`src/rtl/sopc_run_ctrl.sv`:
```
// sopc_run_ctrl -- run controller for the minimal SOPC.
//   Holds the core in reset for RST_CYCLES after start, then lets it run until
//   either the PC stalls for STALL_LIMIT consecutive cycles (halt) or the
//   RUN_CYCLES budget is spent (timeout). It keeps the core running for a short
//   drain period, re-asserts core reset and pulses done_o. Register write-backs
//   seen while the core runs are counted.
// Optional feature: define WB_CHECKSUM_EN to build the rotate-xor write-back
//   signature on checksum_o; without it checksum_o is tied to zero.
// Ports:
//   clk          clock
//   rst          asynchronous reset, active-low
//   start_i      start request, honoured only in IDLE
//   pc_i         core fetch PC
//   wb_we_i      regfile write enable
//   wb_addr_i    regfile write address
//   wb_data_i    regfile write data
//   core_rst_o   core reset, active-high
//   running_o    core running (RUN or DRAIN)
//   done_o       one-cycle completion pulse
//   halted_o     sticky: run ended by PC stall
//   timeout_o    sticky: run ended by cycle budget
//   cycle_cnt_o  cycles spent in RUN
//   wb_cnt_o     counted write-backs, saturating
//   checksum_o   write-back signature
module sopc_run_ctrl #(
  parameter int unsigned PC_W         = 32,
  parameter int unsigned CNT_W        = 32,
  parameter int unsigned RST_CYCLES   = 8,
  parameter int unsigned RUN_CYCLES   = 400,
  parameter int unsigned STALL_LIMIT  = 16,
  parameter int unsigned DRAIN_CYCLES = 4
) (
  input  logic             clk,
  input  logic             rst,
  input  logic             start_i,
  input  logic [PC_W-1:0]  pc_i,
  input  logic             wb_we_i,
  input  logic [4:0]       wb_addr_i,
  input  logic [31:0]      wb_data_i,
  output logic             core_rst_o,
  output logic             running_o,
  output logic             done_o,
  output logic             halted_o,
  output logic             timeout_o,
  output logic [CNT_W-1:0] cycle_cnt_o,
  output logic [CNT_W-1:0] wb_cnt_o,
  output logic [31:0]      checksum_o
);

  localparam int unsigned STALL_W = $clog2(STALL_LIMIT) + 1;

  if (RST_CYCLES < 1 || RUN_CYCLES < 1 || STALL_LIMIT < 2) begin : g_bad_param
    $error("sopc_run_ctrl: RST_CYCLES/RUN_CYCLES must be >=1 and STALL_LIMIT >=2");
  end
  if ((CNT_W < 32) && (64'(RUN_CYCLES) > ((64'd1 << CNT_W) - 64'd1))) begin : g_bad_budget
    $error("sopc_run_ctrl: RUN_CYCLES does not fit in CNT_W");
  end

  typedef enum logic [2:0] {
    S_IDLE,
    S_RESET,
    S_RUN,
    S_DRAIN,
    S_DONE
  } state_e;

  state_e             state_q, state_d;
  logic [CNT_W-1:0]   dly_q, dly_d;       // shared by RESET and DRAIN
  logic [CNT_W-1:0]   cycle_q, cycle_d;
  logic [CNT_W-1:0]   wb_q, wb_d;
  logic [STALL_W-1:0] stall_q, stall_d;
  logic [PC_W-1:0]    pc_prev_q;
  logic               halted_q, halted_d;
  logic               timeout_q, timeout_d;
  logic               core_rst_q, running_q, done_q;
  logic               clr;
  logic               wb_hit;
  logic               core_on_d;

  always_comb begin
    state_d   = state_q;
    dly_d     = dly_q;
    cycle_d   = cycle_q;
    stall_d   = '0;
    halted_d  = halted_q;
    timeout_d = timeout_q;
    clr       = 1'b0;
    unique case (state_q)
      S_IDLE: begin
        if (start_i) begin
          state_d   = S_RESET;
          dly_d     = CNT_W'(RST_CYCLES - 1);
          cycle_d   = '0;
          halted_d  = 1'b0;
          timeout_d = 1'b0;
          clr       = 1'b1;
        end
      end
      S_RESET: begin
        if (dly_q == '0) state_d = S_RUN;
        else             dly_d   = dly_q - 1'b1;
      end
      S_RUN: begin
        cycle_d = cycle_q + 1'b1;
        stall_d = (pc_i == pc_prev_q) ? stall_q + 1'b1 : '0;
        // Halt is tested first so it wins when both limits land together.
        if (stall_d == STALL_W'(STALL_LIMIT - 1)) begin
          halted_d = 1'b1;
          state_d  = S_DRAIN;
          dly_d    = CNT_W'(DRAIN_CYCLES);
        end else if (cycle_q == CNT_W'(RUN_CYCLES - 1)) begin
          timeout_d = 1'b1;
          state_d   = S_DRAIN;
          dly_d     = CNT_W'(DRAIN_CYCLES);
        end
      end
      S_DRAIN: begin
        if (dly_q == '0) state_d = S_DONE;
        else             dly_d   = dly_q - 1'b1;
      end
      S_DONE:  state_d = S_IDLE;
      default: state_d = S_IDLE;
    endcase
  end

  assign wb_hit = (state_q == S_RUN || state_q == S_DRAIN) && wb_we_i && (wb_addr_i != '0);

  always_comb begin
    wb_d = wb_q;
    if (clr)                        wb_d = '0;
    else if (wb_hit && wb_q != '1)  wb_d = wb_q + 1'b1;
  end

  // Outputs are decoded from the next state so they register with the state.
  assign core_on_d = (state_d == S_RUN) || (state_d == S_DRAIN);

  always_ff @(posedge clk or negedge rst) begin
    if (!rst) begin
      state_q    <= S_IDLE;
      dly_q      <= '0;
      cycle_q    <= '0;
      wb_q       <= '0;
      stall_q    <= '0;
      pc_prev_q  <= '0;
      halted_q   <= 1'b0;
      timeout_q  <= 1'b0;
      core_rst_q <= 1'b1;
      running_q  <= 1'b0;
      done_q     <= 1'b0;
    end else begin
      state_q    <= state_d;
      dly_q      <= dly_d;
      cycle_q    <= cycle_d;
      wb_q       <= wb_d;
      stall_q    <= stall_d;
      pc_prev_q  <= pc_i;
      halted_q   <= halted_d;
      timeout_q  <= timeout_d;
      core_rst_q <= !core_on_d;
      running_q  <= core_on_d;
      done_q     <= (state_d == S_DONE);
    end
  end

`ifdef WB_CHECKSUM_EN
  logic [31:0] chk_q, chk_d;

  always_comb begin
    chk_d = chk_q;
    if (clr)         chk_d = '0;
    else if (wb_hit) chk_d = {chk_q[30:0], chk_q[31]} ^ wb_data_i ^ {27'b0, wb_addr_i};
  end

  always_ff @(posedge clk or negedge rst) begin
    if (!rst) chk_q <= '0;
    else      chk_q <= chk_d;
  end

  assign checksum_o = chk_q;
`else
  logic unused_wb_data;
  assign unused_wb_data = ^wb_data_i;
  assign checksum_o     = '0;
`endif

  assign core_rst_o  = core_rst_q;
  assign running_o   = running_q;
  assign done_o      = done_q;
  assign halted_o    = halted_q;
  assign timeout_o   = timeout_q;
  assign cycle_cnt_o = cycle_q;
  assign wb_cnt_o    = wb_q;

endmodule

```
`config.mk`:
```
export PLATFORM = sky130hd
export DESIGN_NAME = sopc_run_ctrl
export DESIGN_NICKNAME = d
export VERILOG_FILES = /design/src/rtl/sopc_run_ctrl.sv
export SDC_FILE = /design/constraint.sdc
export NUM_CORES = 1
export LEC_CHECK = 0
export ABC_AREA = 1
export CAP_MARGIN = 20
export CORE_MARGIN = 8
export CORE_UTILIZATION = 57
export CTS_CLUSTER_SIZE = 28
export DETAILED_ROUTE_END_ITERATION = 12
export GPL_TIMING_DRIVEN = 0
export PLACE_DENSITY = 0.87
export REMOVE_ABC_BUFFERS = 1
export SLEW_MARGIN = 20
export SYNTH_ARGS = -nofsm -noshare
export SYNTH_HDL_FRONTEND = slang
export SYNTH_SLANG_ARGS = --single-unit
```
`constraint.sdc`:
```
create_clock -name clk -period 3.05 [get_ports clk]
set_clock_uncertainty 0.05 [all_clocks]
set_input_delay 0.305 -clock clk [delete_from_list [all_inputs] [get_ports clk]]
set_output_delay 0.305 -clock clk [all_outputs]
set_load 0.1 [all_outputs]
```
Yosys cells after proc, flatten, opt, wreduce, memory -nomap -nowiden
Index checks and enable logic that the tools add are counted.

cells by class
  mux-type cells = 25
  reductions and logical operators = 17
  $add $sub $neg = 4
  equality and inequality tests = 16

operators with widths
  operator                                                                 number
  32-bit 2-to-1 mux                                                        7
  32-bit one-hot mux with 3 select lines                                   1
  32-bit by 1-bit adder with 32-bit output (second input constant)         2
  32-bit one-hot mux with 2 select lines                                   1
  32-bit equality test                                                     1
  32-bit by 9-bit equality test with 1-bit output (second input constant)  1
  32-bit zero test                                                         1
  32-bit != test (second input constant)                                   1
  32-bit by 1-bit subtractor with 32-bit output (second input constant)    1
  3-bit 2-to-1 mux                                                         5
  3-bit by 2-bit equality test with 1-bit output (second input constant)   4
  3-bit one-hot mux with 4 select lines                                    1
  5-bit 2-to-1 mux                                                         2
  2-bit != test (second input constant)                                    5
  4-bit AND reduction                                                      2
  1-bit 2-to-1 mux                                                         6
  5-bit by 1-bit adder with 5-bit output (second input constant)           1
  5-bit by 4-bit equality test with 1-bit output (second input constant)   1
  5-bit nonzero test                                                       1
  1-bit one-hot mux with 2 select lines                                    2
  2-bit nonzero test                                                       2
  3-bit by 1-bit equality test with 1-bit output (second input constant)   1
  3-bit equality test (second input constant)                              1
  1-bit logical AND                                                        3
  other kinds (8)                                                          9

word-level totals
  logic and storage cells = 73
  output and inout bits = 101
  bits in registers = 141
  bits of input ports = 73

Logic depth before layout (Yosys ltp)
Gate-level depths: netlist (run 1).

  word-level depth = 8
  mapped depth = 14
  gate-level depth less buffers = 13

Worst setup path before layout (run 1)
No wires, ideal clock.

  path type = register to register
  from = register wb_q[0], in the netlist wb_cnt_o[0]
  to = register wb_q[12], in the netlist wb_cnt_o[12]
  buffers on the path = 1
  clock period less this slack = 2.561 ns
  required time = 2.877 ns
  setup time = 0.123 ns
  arrival time = 2.388 ns
  slack = 0.489 ns
  stages on the path, launching flop included = 12
  cells stage by stage = dfrtp_1 ha_1 nand3_1 inv_1 nand2_1 nor2_4 nand2_1 nand2_1 nand2_1 buf_2 a21oi_1 nor2_1

on the way
  word-level cells in the longest chain between the ends = 3
  elaborated cells on any way between the ends = 6
  classes of those cells = add/sub (1); eq/ne (1); mux (2); reduce/logical (2)

RTL lines
  what                                                                               line  source
  start: declaration                                                                 70    logic [CNT_W-1:0] wb_q, wb_d;
  start signal: assignment                                                           154   wb_q <= wb_d;
  32-bit by 1-bit adder with 32-bit output / 32-bit != test (equally long branches)  131   else if (wb_hit && wb_q != '1) wb_d = wb_q + 1'b1;
  32-bit 2-to-1 mux / 1-bit logical AND (equally long branches)                      131
  32-bit 2-to-1 mux / 2-bit nonzero test (equally long branches)                     --

Several ways; a longest one is shown, not always the timed one. The select of a mux whose other input is x is not followed.
A chain may end at the register's enable or synchronous reset.

Worst setup path after layout (run 1)
  from = register wb_q[0], in the netlist wb_cnt_o[0]
  to = register wb_q[15], in the netlist wb_cnt_o[15]

Same word-level chain as after synthesis.

==> impl_metrics.env, run 1 <==
export IMPL_placed_area_um2=9660
export IMPL_die_w_um=139
export IMPL_viasPerCell=5.45
export IMPL_drcViolationCount=0
export IMPL_cpMostUsedCell="nand2_1"
export IMPL_post_cts_buffers=0
export IMPL_hold_depth=1
export IMPL_cts_tree="built"
export IMPL_final_util_pct=68.8
export IMPL_num_vias=8213
export IMPL_hold_viol_final=0
export IMPL_drtPass1Iterations=6
export IMPL_cts_buffer_depth=2
export IMPL_num_rows=45
export IMPL_ys_warn_count=0
export IMPL_yosysUniqueCellTypes=45
export IMPL_first_global_vias=7903
export IMPL_synthCells=1203
export IMPL_layout_drive_gt1_share_pct=5.24
export IMPL_synth_edf_count=0
export IMPL_synth_area_um2=8580
export IMPL_ioPinCount=174
export IMPL_finalInstanceArea_um2=10300
export IMPL_end_kind="register"
export IMPL_grt_start_max_net_pins=83
export IMPL_critPathLaunchType="register"
export IMPL_antenna_left=0
export IMPL_combPwrFrac_pct=24.7
export IMPL_worst_path_buf_inv=2
export IMPL_dp_hpwl_um=16200
export IMPL_slew_viol_final=0
export IMPL_n_antenna_cell=0
export IMPL_io_buffers=109
export IMPL_intPower_mw=3.59
export IMPL_worstSetupPathType="register to register"
export IMPL_status="complete, no violations"
export IMPL_nNetsFinal=1383
export IMPL_async_reset_ff_share_pct=100
export IMPL_gr_usage_all_layers_pct=23.3
export IMPL_final_cells=1506
export IMPL_synth_top_cell_by_area="dfrtp_1"
export IMPL_crit_cells=11
export IMPL_setup_viol=0
export IMPL_die_y_um=139
export IMPL_synth_area_leaders="dfrtp_1 (41%), nand2_1 (14%), nor2_1 (8.1%)"
export IMPL_syn_to_final_growth_pct=20.0
export IMPL_htree_levels=4
export IMPL_grt_pass1_wl_um=37600
export IMPL_overflow=0
export IMPL_p_per_area_nw_per_um2=542
export IMPL_seq_area_frac_synth_pct=41.1
export IMPL_ys_seq_elements=141
export IMPL_fillerInstances=1267
export IMPL_rsz0062_at_grt="false"
export IMPL_crit_slowest_cell="dfrtp_1"
export IMPL_clkPwrFrac_pct=38.0
export IMPL_cp_arrival_ns=3.07
export IMPL_cpPeakStageDelay_ns=0.45
export IMPL_power_share_sequential_pct=37.3
export IMPL_start_util_pct=57.3
export IMPL_synth_top_area_share_pct=40.8
export IMPL_timing_final_crit_period_ns=2.82
export IMPL_clk_latency_ns=0.42
export IMPL_gp_congestion=0.938
export IMPL_cts_buffers=17
export IMPL_coreArea_um2=15000
export IMPL_max_cap_viol_count=0
export IMPL_synthFlopType="dfrtp_1"
export IMPL_reg2reg_depth=11
export IMPL_die_area_um2=19200
export IMPL_required_ns=3.31
export IMPL_drt_iter0_drc=810
export IMPL_crit_family="simple AND/OR/NAND/NOR gates"
export IMPL_cts_root_buffer="clkbuf_16"
export IMPL_dp_cells=1473
export IMPL_tns_ns=0
export IMPL_cp_max_fo=22
export IMPL_p_sw_mw=1.99
export IMPL_max_freq_ghz=0.355
export IMPL_vdd_drop_max_v=0.000411
export IMPL_clkTransAtPathRegs_ns=0.06
export IMPL_post_synth_cell_area_avg_um2=7.13
export IMPL_tightest_slew_ns=1.04
export IMPL_post_route_period_util_pct=92.3
export IMPL_min_delay_path_class="input port to register"
export IMPL_switching_share_pct=35.7
export IMPL_antenna_found_initial=0
export IMPL_wl_um=22400
export IMPL_p_leak_nw=5.34
export IMPL_wl_per_cell_um=14.9
export IMPL_cts_sinks=141
export IMPL_crit_chain="ha_1 > nand3_1 > inv_1 > nand2_1 > nor2_4 > nand2_1 > nand2_1 > nand2_2 > inv_1 > nand2_1 > o31ai_1"
export IMPL_slew_headroom_pct=30.8
metal layers:
metal	GRT usage (%)	wire length, um	vias to the layer above
li1	-	-	3974
met1	28.4	9410	3863
met2	40.4	11200	330
met3	4.72	1440	46
met4	7.80	406	0
met5	0	0	-
cells by family (layout without fill, tap and decap cells):
logic type | after synthesis | in the layout | share of synthesized area, %
muxes | 1 | 1 | 0.117
other | 1 | 32 | 0.0437
xor gates and xnor gates | 51 | 51 | 5.21
adders and majority gates | 4 | 4 | 0.583
and+or+nand+nor | 719 | 719 | 36.7
DFF | 141 | 141 | 41.1
buffers and inverters | 204 | 288 | 10.9
AOI/OAI and AO/OA | 82 | 82 | 5.32
state kept, by name, indices dropped and copies added, names as in the netlist:
signal / cells
dly_q: 32
stall_q: 5
timeout_o: 1
state_q: 3
core_rst_o: 1
wb_cnt_o: 32
cycle_cnt_o: 32
running_o: 1
done_o: 1
pc_prev_q: 32
halted_o: 1
Yosys cell counts, types with 3 or more instances:
cell type	n
xor2_1	32
nor2_4	3
nor3b_1	3
o22ai_1	9
xnor2_1	19
a21oi_1	20
inv_1	139
o21ai_1	12
nand3_2	9
o31ai_1	3
nor3_1	39
ha_1	4
dfrtp_1	140
or2_2	3
nand3_1	114
buf_2	14
o21ai_0	31
clkbuf_1	7
buf_6	4
buf_4	33
nor2_2	6
inv_2	5
nand4_1	34
nor2_1	184
nand2_2	3
nand2_1	312
power groups by stage:
| stage | logic [mW] | clock network, mW | registers [mW] |
|---|---|---|---|
| after floorplan | 0.436 | 0 | 2.69 |
| after global placement | 1.36 | 0 | 2.11 |
| after detailed placement | 1.38 | 0 | 2.11 |
| after CTS | 1.38 | 2.15 | 2.08 |
| after global routing | 1.45 | 2.22 | 2.10 |
| final | 1.38 | 2.12 | 2.08 |
final timing paths:
kind | from | endpoint | slack, ns
max in group asynchronous | rst | state_q[1] | 1.82
worst min-delay path | pc_i[22] | pc_prev_q[22] | 0.33
min in group asynchronous | rst | wb_cnt_o[25] | 0.35
worst max-delay path | wb_cnt_o[0] | wb_cnt_o[15] | 0.23
worst min register to register | stall_q[0] | stall_q[0] | 0.46
worst max register to register | wb_cnt_o[0] | wb_cnt_o[15] | 0.23
placed cells by master (no fill, tap or decap), types with 3 or more instances in the layout:
| master | Yosys | layout |
|---|---|---|
| nand4_1 | 34 | 34 |
| bufinv_16 | 0 | 3 |
| inv_2 | 5 | 5 |
| nor3b_1 | 3 | 3 |
| nand2_2 | 3 | 4 |
| xor2_1 | 32 | 32 |
| nand2_1 | 312 | 311 |
| nor2_1 | 184 | 184 |
| clkdlybuf4s50_1 | 0 | 108 |
| nor2_2 | 6 | 6 |
| nand3_2 | 9 | 9 |
| clkbuf_16 | 0 | 17 |
| o22ai_1 | 9 | 9 |
| clkinvlp_4 | 0 | 4 |
| xnor2_1 | 19 | 19 |
| o21ai_0 | 31 | 31 |
| or2_2 | 3 | 3 |
| conb_1 | 1 | 32 |
| a21oi_1 | 20 | 20 |
| ha_1 | 4 | 4 |
| dfrtp_1 | 140 | 140 |
| inv_1 | 139 | 139 |
| o21ai_1 | 12 | 12 |
| nor3_1 | 39 | 39 |
| o31ai_1 | 3 | 3 |
| nor2_4 | 3 | 3 |
| nand3_1 | 114 | 114 |
timing repair:
| item | in CTS | in global routing |
|---|---|---|
| hold endpoints to repair | 59 | 0 |
| gates resized for setup | 0 | 1 |
| endpoints found under the setup margin | 0 | 12 |
| hold buffers | 1 | 0 |
worst reg2reg max path: cells and delay by family (launching register included):
| kind | cells | cell delay, ns |
|---|---|---|
| flops | 1 | 0.45 |
| buf+inv | 2 | 0.43 |
| simple gates | 7 | 1.48 |
| fa+ha+maj | 1 | 0.21 |
| compound gates | 1 | 0.08 |
final cells by class:
cell class              count  area, um2  area share (%)
repair buffers            112       1150            11.2
flip-flops and latches    141       3530            34.3
inverters                 145        544            5.29
well taps                 188        235            2.28
clock buffers              21        460            4.47
clock inverters            10        139            1.35
multi-input cells         889       4240            41.2
through the flow:
stage / setup slack [ns] / hold WS, ns / total power, mW
2_1_floorplan: 0.0774 / -0.0406 / 3.12
4_1_cts: 0.0325 / 0.321 / 5.61
3_3_place_gp: -3.99 / 0.416 / 3.47
5_1_grt: 0.0756 / 0.328 / 5.78
6_report: 0.235 / 0.329 / 5.58
3_5_place_dp: -0.0574 / 0.211 / 3.49
(Power assumes the default switching activity.)
==> run 2, diff against run 1 <==
CAP_MARGIN = not set   (was 20)
==> run 2 against run 1 <==
  * First-iteration DRC count decreased by 6.2%
  * Clock-buffer cell count is the same
  * Wire length is 0.48% higher
  * Largest power group unchanged
  * Critical path type unchanged
  * Critical endpoint unchanged
  * Non-clock buffer count fell by 1
  * Via count hardly changed
  * Largest cell class unchanged
==> impl_metrics.env, run 2 (synthesis gave the netlist of run 1 again) <==
export IMPL_final_util_pct=68.7
export IMPL_drtPass1Iterations=8
export IMPL_slew_headroom_pct=26.7
export IMPL_timing_final_crit_period_ns=2.82
export IMPL_wl_um=22500
export IMPL_first_global_vias=7903
export IMPL_clk_latency_ns=0.42
export IMPL_max_cap_viol_count=0
export IMPL_antenna_left=0
export IMPL_hold_depth=1
export IMPL_ioPinCount=174
export IMPL_syn_to_final_growth_pct=19.8
export IMPL_cts_tree="built"
export IMPL_cts_buffers=17
export IMPL_antenna_found_initial=0
export IMPL_status="complete, no violations"
export IMPL_crit_chain="ha_1 > nand3_1 > inv_1 > nand2_1 > nor2_4 > nand2_1 > nand2_1 > nand2_2 > inv_1 > nand2_1 > o31ai_1"
export IMPL_min_delay_path_class="input port to register"
export IMPL_crit_family="simple AND/OR/NAND/NOR gates"
export IMPL_rsz0062_at_grt="false"
export IMPL_final_cells=1505
export IMPL_post_route_period_util_pct=92.3
export IMPL_required_ns=3.31
export IMPL_cpPeakStageDelay_ns=0.45
export IMPL_p_leak_nw=5.33
export IMPL_worstSetupPathType="register to register"
export IMPL_ff2ff_setup_slack_ns=0.23
export IMPL_whs_endpoint="pc_prev_q[20]"
export IMPL_cp_max_fo=22
export IMPL_worst_path_buf_inv=2
export IMPL_layout_commonest_cell="nand2_1"
export IMPL_max_freq_ghz=0.355
export IMPL_nNetsFinal=1382
export IMPL_start_util_pct=57.3
export IMPL_die_y_um=139
export IMPL_grt_start_max_net_pins=83
export IMPL_cts_root_buffer="clkbuf_16"
export IMPL_grt_pass1_wl_um=37600
export IMPL_setup_viol=0
export IMPL_reg2reg_depth=11
export IMPL_layout_drive_gt1_share_pct=5.16
export IMPL_p_per_area_nw_per_um2=544
export IMPL_drt_iter0_drc=760
export IMPL_hold_viol_final=0
export IMPL_gr_usage_all_layers_pct=23.3
export IMPL_cp_arrival_ns=3.08
export IMPL_drcViolationCount=0
export IMPL_wl_per_cell_um=15.0
export IMPL_cts_sinks=141
export IMPL_tightest_slew_ns=1.10
export IMPL_coreArea_um2=15000
export IMPL_clkTransAtPathRegs_ns=0.06
export IMPL_vdd_drop_max_v=0.000411
export IMPL_dp_cells=1473
export IMPL_viasPerCell=5.46
export IMPL_slew_viol_final=0
export IMPL_r2r_start="wb_cnt_o[0]"
export IMPL_io_buffers=109
export IMPL_num_rows=45
export IMPL_gp_congestion=0.938
export IMPL_timing_rr_end="wb_cnt_o[15]"
export IMPL_critPathLaunchType="register"
export IMPL_overflow=0
export IMPL_layout_common_cells="nand2_1 (311), nor2_1 (184), dfrtp_1 (140)"
export IMPL_cpMostUsedCell="nand2_1"
export IMPL_htree_levels=4
export IMPL_end_kind="register"
export IMPL_n_antenna_cell=0
export IMPL_cts_buffer_depth=2
export IMPL_num_vias=8212
export IMPL_dp_hpwl_um=16200
export IMPL_die_area_um2=19200
export IMPL_crit_slowest_cell="dfrtp_1"
export IMPL_hold_path_startpoint="pc_i[20]"
export IMPL_die_w_um=139
run 2: cell count changes in the layout (fill, tap and decap cells not counted), sizes merged:
cell,change
buf,-1
run 2: final cells by class:
type | count | area (um2)
fillers | 1268 | 4690
clock buffers | 21 | 460
flip-flops and latches | 141 | 3530
repair buffers | 111 | 1130
multi-input cells | 889 | 4240
clock inverters | 10 | 139
well taps | 188 | 235
inverters | 145 | 544
run 2: worst reg2reg max path: cells and delay by family, from the launching register on:
family	cells	cell delay [ns]
flops	1	0.45
buf+inv	2	0.43
fa+ha+maj	1	0.21
compound gates	1	0.08
simple gates	7	1.48
run 2: routing by layer:
metal | global-route usage, % | routed length [um]
met1 | 28.4 | 9530
met2 | 40.4 | 11200
met3 | 4.72 | 1450
met4 | 7.80 | 411
met5 | 0 | 0
run 2: stage by stage:
stage / setup WS, ns / TNS, ns / hold WS, ns / instance area [um2] / power (mW)
after floorplan: 0.0774 / 0 / -0.0406 / 8300 / 3.12
after detailed placement: -0.0574 / -0.0574 / 0.211 / 9660 / 3.49
after global placement: -3.99 / -559.03 / 0.416 / 9630 / 3.47
after CTS: 0.0325 / 0 / 0.321 / 10300 / 5.61
final: 0.234 / 0 / 0.328 / 10300 / 5.60
after global routing: 0.0746 / 0 / 0.328 / 10300 / 5.78
run 2: how the worst max path moves through the flow:
stage                           start       endpoint  slack (ns)  depth (start not counted)
after floorplan           wb_cnt_o[0]   wb_cnt_o[14]        0.08                         11
after global placement            rst  pc_prev_q[26]       -3.99                          1
after detailed placement      pc_i[2]         done_o       -0.06                         12
after CTS                 wb_cnt_o[0]   wb_cnt_o[15]        0.03                         11
after global routing       stall_q[0]      dly_q[18]        0.07                         10
final                     wb_cnt_o[0]   wb_cnt_o[15]        0.23                         11
run 2: repair_timing:
item | 4_1_cts | 5_1_grt
gates resized for setup | 0 | 1
buffers inserted | 0 | 0
endpoints found under the hold margin | 59 | 0
setup endpoints to repair | 0 | 12
hold buffers | 1 | 0
run 2: power breakdown:
part | switching (mW) | internal [mW]
sequential | 0.111 | 1.97
clock | 0.807 | 1.32
combinational | 1.09 | 0.294
